<file path="src/rtl/serial_subtractor.sv">
// Bit-serial subtractor: diff = a - b with borrow-out, one bit per clock, LSB first.
// Define SUB_SATURATE_EN to clamp a negative result to zero (bout still reports the borrow).
module serial_subtractor #(
  parameter int unsigned WIDTH = 8
) (
  input  logic             clk,
  input  logic             rst,
  input  logic             start,
  input  logic [WIDTH-1:0] a,
  input  logic [WIDTH-1:0] b,
  output logic             busy,
  output logic             done,
  output logic [WIDTH-1:0] diff,
  output logic             bout,
  output logic             zero
);

  localparam int unsigned CNT_W = (WIDTH > 1) ? $clog2(WIDTH) : 1;
  localparam int unsigned RES_W = WIDTH - 1;

  typedef enum logic [1:0] {
    IDLE = 2'd0,
    RUN  = 2'd1,
    DONE = 2'd2
  } state_e;

  state_e state_q, state_d;

  logic [WIDTH-1:0] a_sh_q, a_sh_d;
  logic [WIDTH-1:0] b_sh_q, b_sh_d;
  logic [RES_W-1:0] res_q, res_d;
  logic             br_q, br_d;
  logic [CNT_W-1:0] cnt_q, cnt_d;

  logic [WIDTH-1:0] diff_q, diff_d;
  logic             bout_q, bout_d;
  logic             zero_q, zero_d;
  logic             busy_q, busy_d;
  logic             done_q, done_d;

  logic             ai, bi, d_bit, br_nxt, last_bit;
  logic [WIDTH-1:0] res_full, load_val;

  // One full-subtractor cell; the result register keeps only the bits already produced.
  assign ai       = a_sh_q[0];
  assign bi       = b_sh_q[0];
  assign d_bit    = ai ^ bi ^ br_q;
  assign br_nxt   = (~ai & bi) | (~(ai ^ bi) & br_q);
  assign last_bit = (cnt_q == CNT_W'(WIDTH - 1));
  assign res_full = {d_bit, res_q};

`ifdef SUB_SATURATE_EN
  assign load_val = br_nxt ? '0 : res_full;
`else
  assign load_val = res_full;
`endif

  // State register
  always_ff @(posedge clk or posedge rst) begin
    if (rst) begin
      state_q <= IDLE;
    end else begin
      state_q <= state_d;
    end
  end

  // Next-state logic
  always_comb begin
    state_d = state_q;
    case (state_q)
      IDLE:    if (start) state_d = RUN;
      RUN:     if (last_bit) state_d = DONE;
      DONE:    state_d = IDLE;
      default: state_d = IDLE;
    endcase
  end

  // Output/datapath next values
  always_comb begin
    a_sh_d = a_sh_q;
    b_sh_d = b_sh_q;
    res_d  = res_q;
    br_d   = br_q;
    cnt_d  = cnt_q;
    diff_d = diff_q;
    bout_d = bout_q;
    zero_d = zero_q;
    busy_d = (state_d == RUN);
    done_d = (state_d == DONE);
    case (state_q)
      IDLE: begin
        if (start) begin
          a_sh_d = a;
          b_sh_d = b;
          res_d  = '0;
          br_d   = 1'b0;
          cnt_d  = '0;
        end
      end
      RUN: begin
        a_sh_d = a_sh_q >> 1;
        b_sh_d = b_sh_q >> 1;
        res_d  = res_full[WIDTH-1:1];
        br_d   = br_nxt;
        cnt_d  = cnt_q + CNT_W'(1);
        if (last_bit) begin
          diff_d = load_val;
          bout_d = br_nxt;
          zero_d = (load_val == '0);
        end
      end
      default: ;
    endcase
  end

  // Datapath and output registers
  always_ff @(posedge clk or posedge rst) begin
    if (rst) begin
      a_sh_q <= '0;
      b_sh_q <= '0;
      res_q  <= '0;
      br_q   <= 1'b0;
      cnt_q  <= '0;
      diff_q <= '0;
      bout_q <= 1'b0;
      zero_q <= 1'b0;
      busy_q <= 1'b0;
      done_q <= 1'b0;
    end else begin
      a_sh_q <= a_sh_d;
      b_sh_q <= b_sh_d;
      res_q  <= res_d;
      br_q   <= br_d;
      cnt_q  <= cnt_d;
      diff_q <= diff_d;
      bout_q <= bout_d;
      zero_q <= zero_d;
      busy_q <= busy_d;
      done_q <= done_d;
    end
  end

  assign busy = busy_q;
  assign done = done_q;
  assign diff = diff_q;
  assign bout = bout_q;
  assign zero = zero_q;

endmodule

</file>
<file path="config.mk">
export PLATFORM = sky130hd
export DESIGN_NAME = serial_subtractor
export DESIGN_NICKNAME = d
export VERILOG_FILES = /design/src/rtl/serial_subtractor.sv
export SDC_FILE = /design/constraint.sdc
export NUM_CORES = 1
export LEC_CHECK = 0
export CORE_UTILIZATION = 45
export CTS_CLUSTER_DIAMETER = 80
export CTS_CLUSTER_SIZE = 24
export DETAILED_ROUTE_END_ITERATION = 10
export GPL_TIMING_DRIVEN = 1
export PLACE_DENSITY_LB_ADDON = 0.1
export SLEW_MARGIN = 20
export SYNTH_ARGS = -nofsm -noshare
export SYNTH_HDL_FRONTEND = slang
export SYNTH_SLANG_ARGS = --single-unit
</file>
<file path="constraint.sdc">
create_clock -name clk -period 2.6 [get_ports clk]
set_clock_uncertainty 0.05 [all_clocks]
set_input_delay 0.78 -clock clk [delete_from_list [all_inputs] [get_ports clk]]
set_output_delay 0.78 -clock clk [all_outputs]
set_load 0.01 [all_outputs]
</file>
==> load_flow_metrics.sql, run 1 <==
INSERT INTO impl_metrics (metric_group, metric, value, unit) VALUES
('outcome', 'outcome', 'finished, final reports clean', ''),
('cells_and_area', 'final_core_util', '57.59', '%'),
('die', 'die-area', '4089', 'um^2'),
('clock_network', 'cts_buffer_depth', '2', ''),
('sta', 'timing.hold.ws', '433.4', 'ps'),
('grt', 'number_of_global_route_vias_before_repair', '1198', ''),
('clock_network', 'clock_sinks', '41', ''),
('route', 'number_of_vias_per_cell_after_detailed_routing', '5.280', ''),
('yosys', 'synthesis.instances', '138', ''),
('yosys', 'synthDistinctLibCells', '22', ''),
('power_and_ir_drop', 'p_switching', '0.7433', 'mW'),
('cells_and_area', 'post_route_cells_drive_above_1_share', '12.35', '%'),
('cells_and_area', 'mostFrequentLayoutCells', '41 x dfrtp_1, 30 x clkdlybuf4s50_1, 19 x nand2_1, 14 x a22oi_1, 11 x a22o_1', ''),
('setup_path', 'worstPathCellList', 'clkdlybuf4s50_1', ''),
('route', 'route.vias.total', '1151', ''),
('clock_network', 'htreeDepth', '2', ''),
('die', 'core_region_area', '3661', 'um^2'),
('setup_path', 'timing.critical_path.max_delay_family', 'buffers and inverters', ''),
('sta', 'max_slew.worst_pin.slew', '535.4', 'ps'),
('setup_path', 'slowest_delay', '540', 'ps'),
('route', 'drt-total-wl', '3.084', 'mm'),
('sta', 'max_slew_vio_count', '0', ''),
('power_and_ir_drop', 'cellLeakagePower', '0.9567', 'nW'),
('die', 'floorplan.io_pins', '31', ''),
('sta', 'finalCritPeriodShare', '76.91', '%'),
('power_and_ir_drop', 'p_clk_share', '17.1', '%'),
('clock_network', 'postCtsSetupRepairBufs', '0', ''),
('sta', 'rsz0062_at_grt', 'no', ''),
('cells_and_area', 'mostFrequentLayoutCell', 'dfrtp_1', ''),
('sta', 'setup_violations', '0', ''),
('yosys', 'synth_area', '1727', 'um^2'),
('setup_path', 'worst-setup-path-type', 'flop to primary output', ''),
('sta', 'max-slew-margin-rel', '64.31', '%'),
('power_and_ir_drop', 'power.sequential.fraction', '47.5', '%'),
('cells_and_area', 'final.fill_count', '335', ''),
('clock_network', 'cts_tree', 'yes', ''),
('run', 'maxCapViolations', '0', ''),
('power_and_ir_drop', 'power.density_cell_area', '1080', 'nW/um^2'),
('min_path', 'hold_class', 'flop to flop', ''),
('die', 'die-height', '63.95', 'um'),
('cells_and_area', 'number_of_antenna_cells_inserted', '0', ''),
('die', 'row_count', '22', ''),
('setup_path', 'worstPathBufferInverterCount', '1', ''),
('die', 'die-width', '63.95', 'um'),
('clock_network', 'clock_root_buffer_master', 'clkbuf_8', ''),
('sta', 'post-route-min-period', '2000', 'ps'),
('yosys', 'yosys_warnings', '0', ''),
('route', 'drc', '0', ''),
('yosys', 'synth.avg_cell_area', '12.51', 'um^2'),
('grt', 'grt-ovfl-total', '0', ''),
('setup_path', 'cp-start-kind', 'flop', ''),
('place', 'dp_cells', '210', ''),
('grt', 'track_usage', '17.40', '%'),
('clock_network', 'cts_resized', '0', ''),
('power_and_ir_drop', 'share_comb_of_total_power', '35.5', '%'),
('sta', 'postLayoutSetupSlackWorst', '600.2', 'ps'),
('place', 'routabilityCongestion', '0.7439', ''),
('setup_path', 'critical_path.slowest_cell', 'clkdlybuf4s50_1', ''),
('route', 'final_antenna_net_count', '0', ''),
('power_and_ir_drop', 'power.switching_fraction', '32.65', '%'),
('sta', 'setup-tns-final', '0', 'ps'),
('route', 'drt_pass1_iterations', '4', ''),
('place', 'hpwl', '2.050', 'mm'),
('grt', 'maximum_number_of_pins_on_one_net_before_global_route_repair', '42', ''),
('die', 'floorplan.initialDensity', '47.16', '%'),
('cells_and_area', 'num-nets-final', '191', ''),
('place', 'detailedPlace.worstSlack', '452.2', 'ps'),
('route', 'drt_iter0_markers', '57', ''),
('yosys', 'seq_area_frac_synth', '59.42', '%'),
('yosys', 'syn-num-nets', '160', ''),
('power_and_ir_drop', 'worst_ir_drop_vdd', '0.4662', 'mV');
state kept, by name (all words and copies together), names as in the netlist:
name / flops
a_sh_q: 8
state_q: 2
diff: 8
bout: 1
br_q: 1
busy: 1
res_q: 7
b_sh_q: 8
done: 1
cnt_q: 3
zero: 1
cell families (layout without fill, tap and decap cells):
logic type / Yosys count / after routing / share of synthesized area (%)
compound gates: 46 / 46 / 18.12
fa+ha+maj: 3 / 3 / 2.609
buf+inv: 15 / 47 / 6.159
flops: 41 / 41 / 59.42
mux: 8 / 8 / 6.087
simple gates: 25 / 25 / 7.609
power groups by stage:
| stage | clock [mW] | combinational (mW) | sequential [mW] |
|---|---|---|---|
| finish | 0.388 | 0.807 | 1.08 |
| CTS | 0.406 | 0.824 | 1.08 |
| detailed placement | 0 | 0.822 | 1.09 |
| floorplan | 0 | 0.587 | 1.06 |
| global placement | 0 | 0.794 | 1.08 |
| global route | 0.434 | 0.893 | 1.11 |
path summary, 6_finish.rpt:
| kind | start | endpoint | slack, ps | cells past startpoint |
|---|---|---|---|---|
| max reg2reg | a_sh_q[0] | zero | 1000 | 4 |
| max | diff[7] | diff[7] | 600 | 1 |
| min reg2reg | a_sh_q[1] | a_sh_q[1] | 430 | 2 |
| min in group asynchronous | rst | diff[0] | 860 | 3 |
| max in group asynchronous | rst | state_q[0] | 1290 | 3 |
| min | a_sh_q[1] | a_sh_q[1] | 430 | 2 |
layer usage:
| layer | vias to the layer above | wire length (um) | track usage (%) |
|---|---|---|---|
| met1 | 575 | 1323 | 19.64 |
| met5 | - | 0 | 0 |
| li1 | 550 | - | - |
| met4 | 0 | 35 | 8.523 |
| met2 | 24 | 1615 | 30.05 |
| met3 | 2 | 111 | 4.821 |
cell type report:
type / count / area (um^2) / share of cell area (%)
inverter: 6 / 22.52 / 1.068
tap: 48 / 60.06 / 2.849
timing repair buffer: 33 / 322.8 / 15.31
clock inverter: 2 / 10.01 / 0.4748
clock buffer: 6 / 72.57 / 3.442
multi-input combinational: 82 / 594.3 / 28.19
sequential: 41 / 1026 / 48.66
metrics by stage:
stage	instance area, um^2	power, mW
2_1_floorplan	1727	1.649
3_3_place_gp	2026	1.874
3_5_place_dp	2026	1.916
4_1_cts	2108	2.313
5_1_grt	2108	2.441
6_report	2108	2.276
cells in the mapped netlist (2+ instances only):
| master | count | share of area, % |
|---|---|---|
| a21oi_1 | 2 | 0.58 |
| a22o_1 | 11 | 5.6 |
| a22oi_1 | 14 | 6.1 |
| buf_6 | 6 | 3.9 |
| dfrtp_1 | 41 | 59 |
| ha_1 | 2 | 1.4 |
| inv_1 | 6 | 1.3 |
| mux2_2 | 4 | 2.6 |
| mux2_4 | 4 | 3.5 |
| nand2_1 | 19 | 4.1 |
| nor4_1 | 2 | 0.72 |
| o21ai_0 | 8 | 2.3 |
| o21ai_1 | 10 | 2.9 |
No activity file was read; power rests on OpenSTA's default activity.
==> inputs of run 2 (changes only) <==
==> constraint.sdc (replaced) <==
create_clock -name clk -period 1.7 [get_ports clk]
set_clock_uncertainty 0.05 [all_clocks]
set_input_delay 0.51 -clock clk [delete_from_list [all_inputs] [get_ports clk]]
set_output_delay 0.51 -clock clk [all_outputs]
set_load 0.01 [all_outputs]
==> run 2 against run 1 <==
Compared with the run above:
- via count grew 1.3%
- total power grew 62%
- cell count grew 2.3%
- largest cell class unchanged
- die area is the same
- wire length shrank 1.7%
- global-route usage grew 0.15 points
- cell area grew 3.9%
- setup slack lost 500 ps
- hold slack lost 5.0 ps
==> load_flow_metrics.sql, run 2 (synthesized netlist as in run 1, its figures left out) <==
INSERT INTO impl_metrics (metric_group, metric, value, unit) VALUES
('power_and_ir_drop', 'worst_ir_drop_vdd', '0.6750', 'mV'),
('grt', 'maximum_number_of_pins_on_one_net_before_global_route_repair', '42', ''),
('cells_and_area', 'syn_to_final_growth', '26.81', '%'),
('cells_and_area', 'instances_no_fill', '223', ''),
('min_path', 'number_of_instances_on_the_worst_hold_path', '2', ''),
('sta', 'max_slew.worst_pin.slew', '359.5', 'ps'),
('place', 'routabilityCongestion', '0.7178', ''),
('min_path', 'hold_class', 'flop to flop', ''),
('clock_network', 'clkTransAtPathRegs', '80', 'ps'),
('power_and_ir_drop', 'power.density_cell_area', '1687', 'nW/um^2'),
('grt', 'grt_first_pass_wirelength', '5.457', 'mm'),
('clock_network', 'htreeDepth', '2', ''),
('clock_network', 'postCtsSetupRepairBufs', '0', ''),
('clock_network', 'cts_buffer_depth', '2', ''),
('route', 'drt_pass1_iterations', '4', ''),
('setup_path', 'worstPathArrival', '1760', 'ps'),
('cells_and_area', 'final.fill_count', '334', ''),
('sta', 'final-hold-violation-count', '0', ''),
('die', 'floorplan.io_pins', '31', ''),
('route', 'number_of_vias_per_cell_after_detailed_routing', '5.229', ''),
('sta', 'max-slew-margin-rel', '76.03', '%'),
('route', 'route.vias.total', '1166', ''),
('die', 'row_count', '22', ''),
('place', 'numPortBuffers', '30', ''),
('sta', 'postLayoutSetupSlackWorst', '103.0', 'ps'),
('setup_path', 'worst-setup-path-type', 'flop to flop', ''),
('run', 'maxCapViolations', '0', ''),
('route', 'final_antenna_net_count', '0', ''),
('setup_path', 'slowest_delay', '520', 'ps'),
('setup_path', 'cp-start-kind', 'flop', ''),
('clock_network', 'cts_buffers', '5', ''),
('setup_path', 'worstPathBufferInverterCount', '0', ''),
('die', 'die-area', '4089', 'um^2'),
('setup_path', 'required', '1860', 'ps'),
('clock_network', 'clock_root_buffer_master', 'clkbuf_8', ''),
('sta', 'maxClockFrequency', '626.2', 'MHz'),
('cells_and_area', 'post_route_cells_drive_above_1_share', '14.86', '%'),
('setup_path', 'timing.critical_path.max_delay_family', 'adder cells', ''),
('setup_path', 'critical_path.slowest_cell', 'fa_1', ''),
('place', 'hpwl', '2.074', 'mm'),
('power_and_ir_drop', 'cellLeakagePower', '1.039', 'nW'),
('setup_path', 'worstSetupPathDepth', '4', ''),
('cells_and_area', 'mostFrequentLayoutCell', 'dfrtp_1', ''),
('clock_network', 'clock_sinks', '41', ''),
('power_and_ir_drop', 'totalPowerFinal', '3.693', 'mW'),
('cells_and_area', 'number_of_antenna_cells_inserted', '0', ''),
('die', 'floorplan.initialDensity', '47.16', '%'),
('cells_and_area', 'final_core_util', '59.81', '%'),
('sta', 'rsz0062_at_grt', 'no', ''),
('setup_path', 'worstPathCellList', 'fa_1, nor4_1, nand2_1, o21ai_0', ''),
('place', 'detailedPlace.worstSlack', '-21.94', 'ps'),
('place', 'dp_cells', '215', ''),
('route', 'drt-total-wl', '3.033', 'mm'),
('setup_path', 'endpoint_type_of_the_worst_setup_path', 'flop', ''),
('grt', 'grt-ovfl-total', '0', ''),
('grt', 'number_of_global_route_vias_before_repair', '1198', ''),
('setup_path', 'r2r_cells', '4', ''),
('sta', 'post-route-min-period', '1597', 'ps'),
('die', 'die-height', '63.95', 'um'),
('setup_path', 'setup.reg_to_reg.worst_slack', '100', 'ps'),
('clock_network', 'insertion_delay', '290', 'ps'),
('route', 'drt_iter0_markers', '49', ''),
('cells_and_area', 'num-nets-final', '196', ''),
('grt', 'track_usage', '17.55', '%'),
('route', 'drc', '0', ''),
('sta', 'max_slew_vio_count', '0', ''),
('setup_path', 'crit_path_max_fanout', '2', ''),
('cells_and_area', 'mostFrequentLayoutCells', '41 x dfrtp_1, 19 x nand2_1, 18 x clkdlybuf4s50_1, 14 x a22oi_1, 12 x dlygate4sd2_1', ''),
('outcome', 'outcome', 'finished, final reports clean', ''),
('grt', 'initial_antenna_violation_count', '0', ''),
('sta', 'finalCritPeriodShare', '93.94', '%'),
('route', 'post_drt_wl_per_cell', '13.60', 'um'),
('sta', 'setup_violations', '0', ''),
('die', 'core_region_area', '3661', 'um^2'),
('die', 'die-width', '63.95', 'um'),
('clock_network', 'cts_tree', 'yes', '');
==> run 2: cell count changes in the layout (fill, tap and decap cells not counted) <==
cell             previous run  this run
clkinv_2                    2         0
buf_4                       3         6
dlygate4sd2_1               0        12
bufinv_16                   0         1
clkdlybuf4s50_1            30        18
buf_12                      0         2
clkbuf_8                    5         6
==> run 2: metal layers <==
layer | up-vias | part of all wire [%] | track usage [%]
li1 | 565 | - | -
met1 | 567 | 45 | 21.15
met2 | 29 | 49 | 30.05
met3 | 5 | 4.8 | 5.357
met4 | 0 | 1.0 | 5.114
met5 | - | 0 | 0
==> run 2: layout make-up <==
cell class	instances	area [um^2]	share of cell area (%)
Clock inverter	1	30.03	1.371
Clock buffer	7	86.33	3.943
Multi-Input combinational cell	82	594.3	27.14
Tap cell	48	60.06	2.743
Timing Repair Buffer	38	370.4	16.91
Sequential cell	41	1026	46.86
Inverter	6	22.52	1.029
==> run 2: worst min-delay path: stages (launching register included) <==
cell and delay [ps]:
dfrtp_1 340, nand2_1 40, o21ai_0 60
==> run 2: path summary, 6_finish.rpt <==
check / startpoint / endpoint
worst max-delay path: a_sh_q[0] / zero
worst min-delay path: zero / zero
worst max register to register: a_sh_q[0] / zero
worst min register to register: zero / zero
max in group asynchronous: rst / a_sh_q[3]
min in group asynchronous: rst / diff[0]
==> run 2: power by group <==
group | internal, mW | total (mW) | switching, mW | leakage [nW]
logic | 0.700 | 1.29 | 0.586 | 0.452
registers | 1.36 | 1.61 | 0.253 | 0.528
clock network | 0.479 | 0.795 | 0.316 | 0.0585
==> run 2: repair_timing <==
action	CTS	global route
hold buffers	0	0
setup endpoints to repair	12	0
gates resized for setup	12	0
==> run 2: per-stage QoR <==
stage | cell area [um^2] | hold WS (ps) | setup TNS (ps)
2_1_floorplan | 1727 | 400.2 | 0
3_3_place_gp | 2088 | 412.0 | 0
3_5_place_dp | 2088 | 424.2 | -27.39
4_1_cts | 2190 | 436.6 | 0
5_1_grt | 2190 | 462.4 | 0
6_report | 2190 | 428.5 | 0
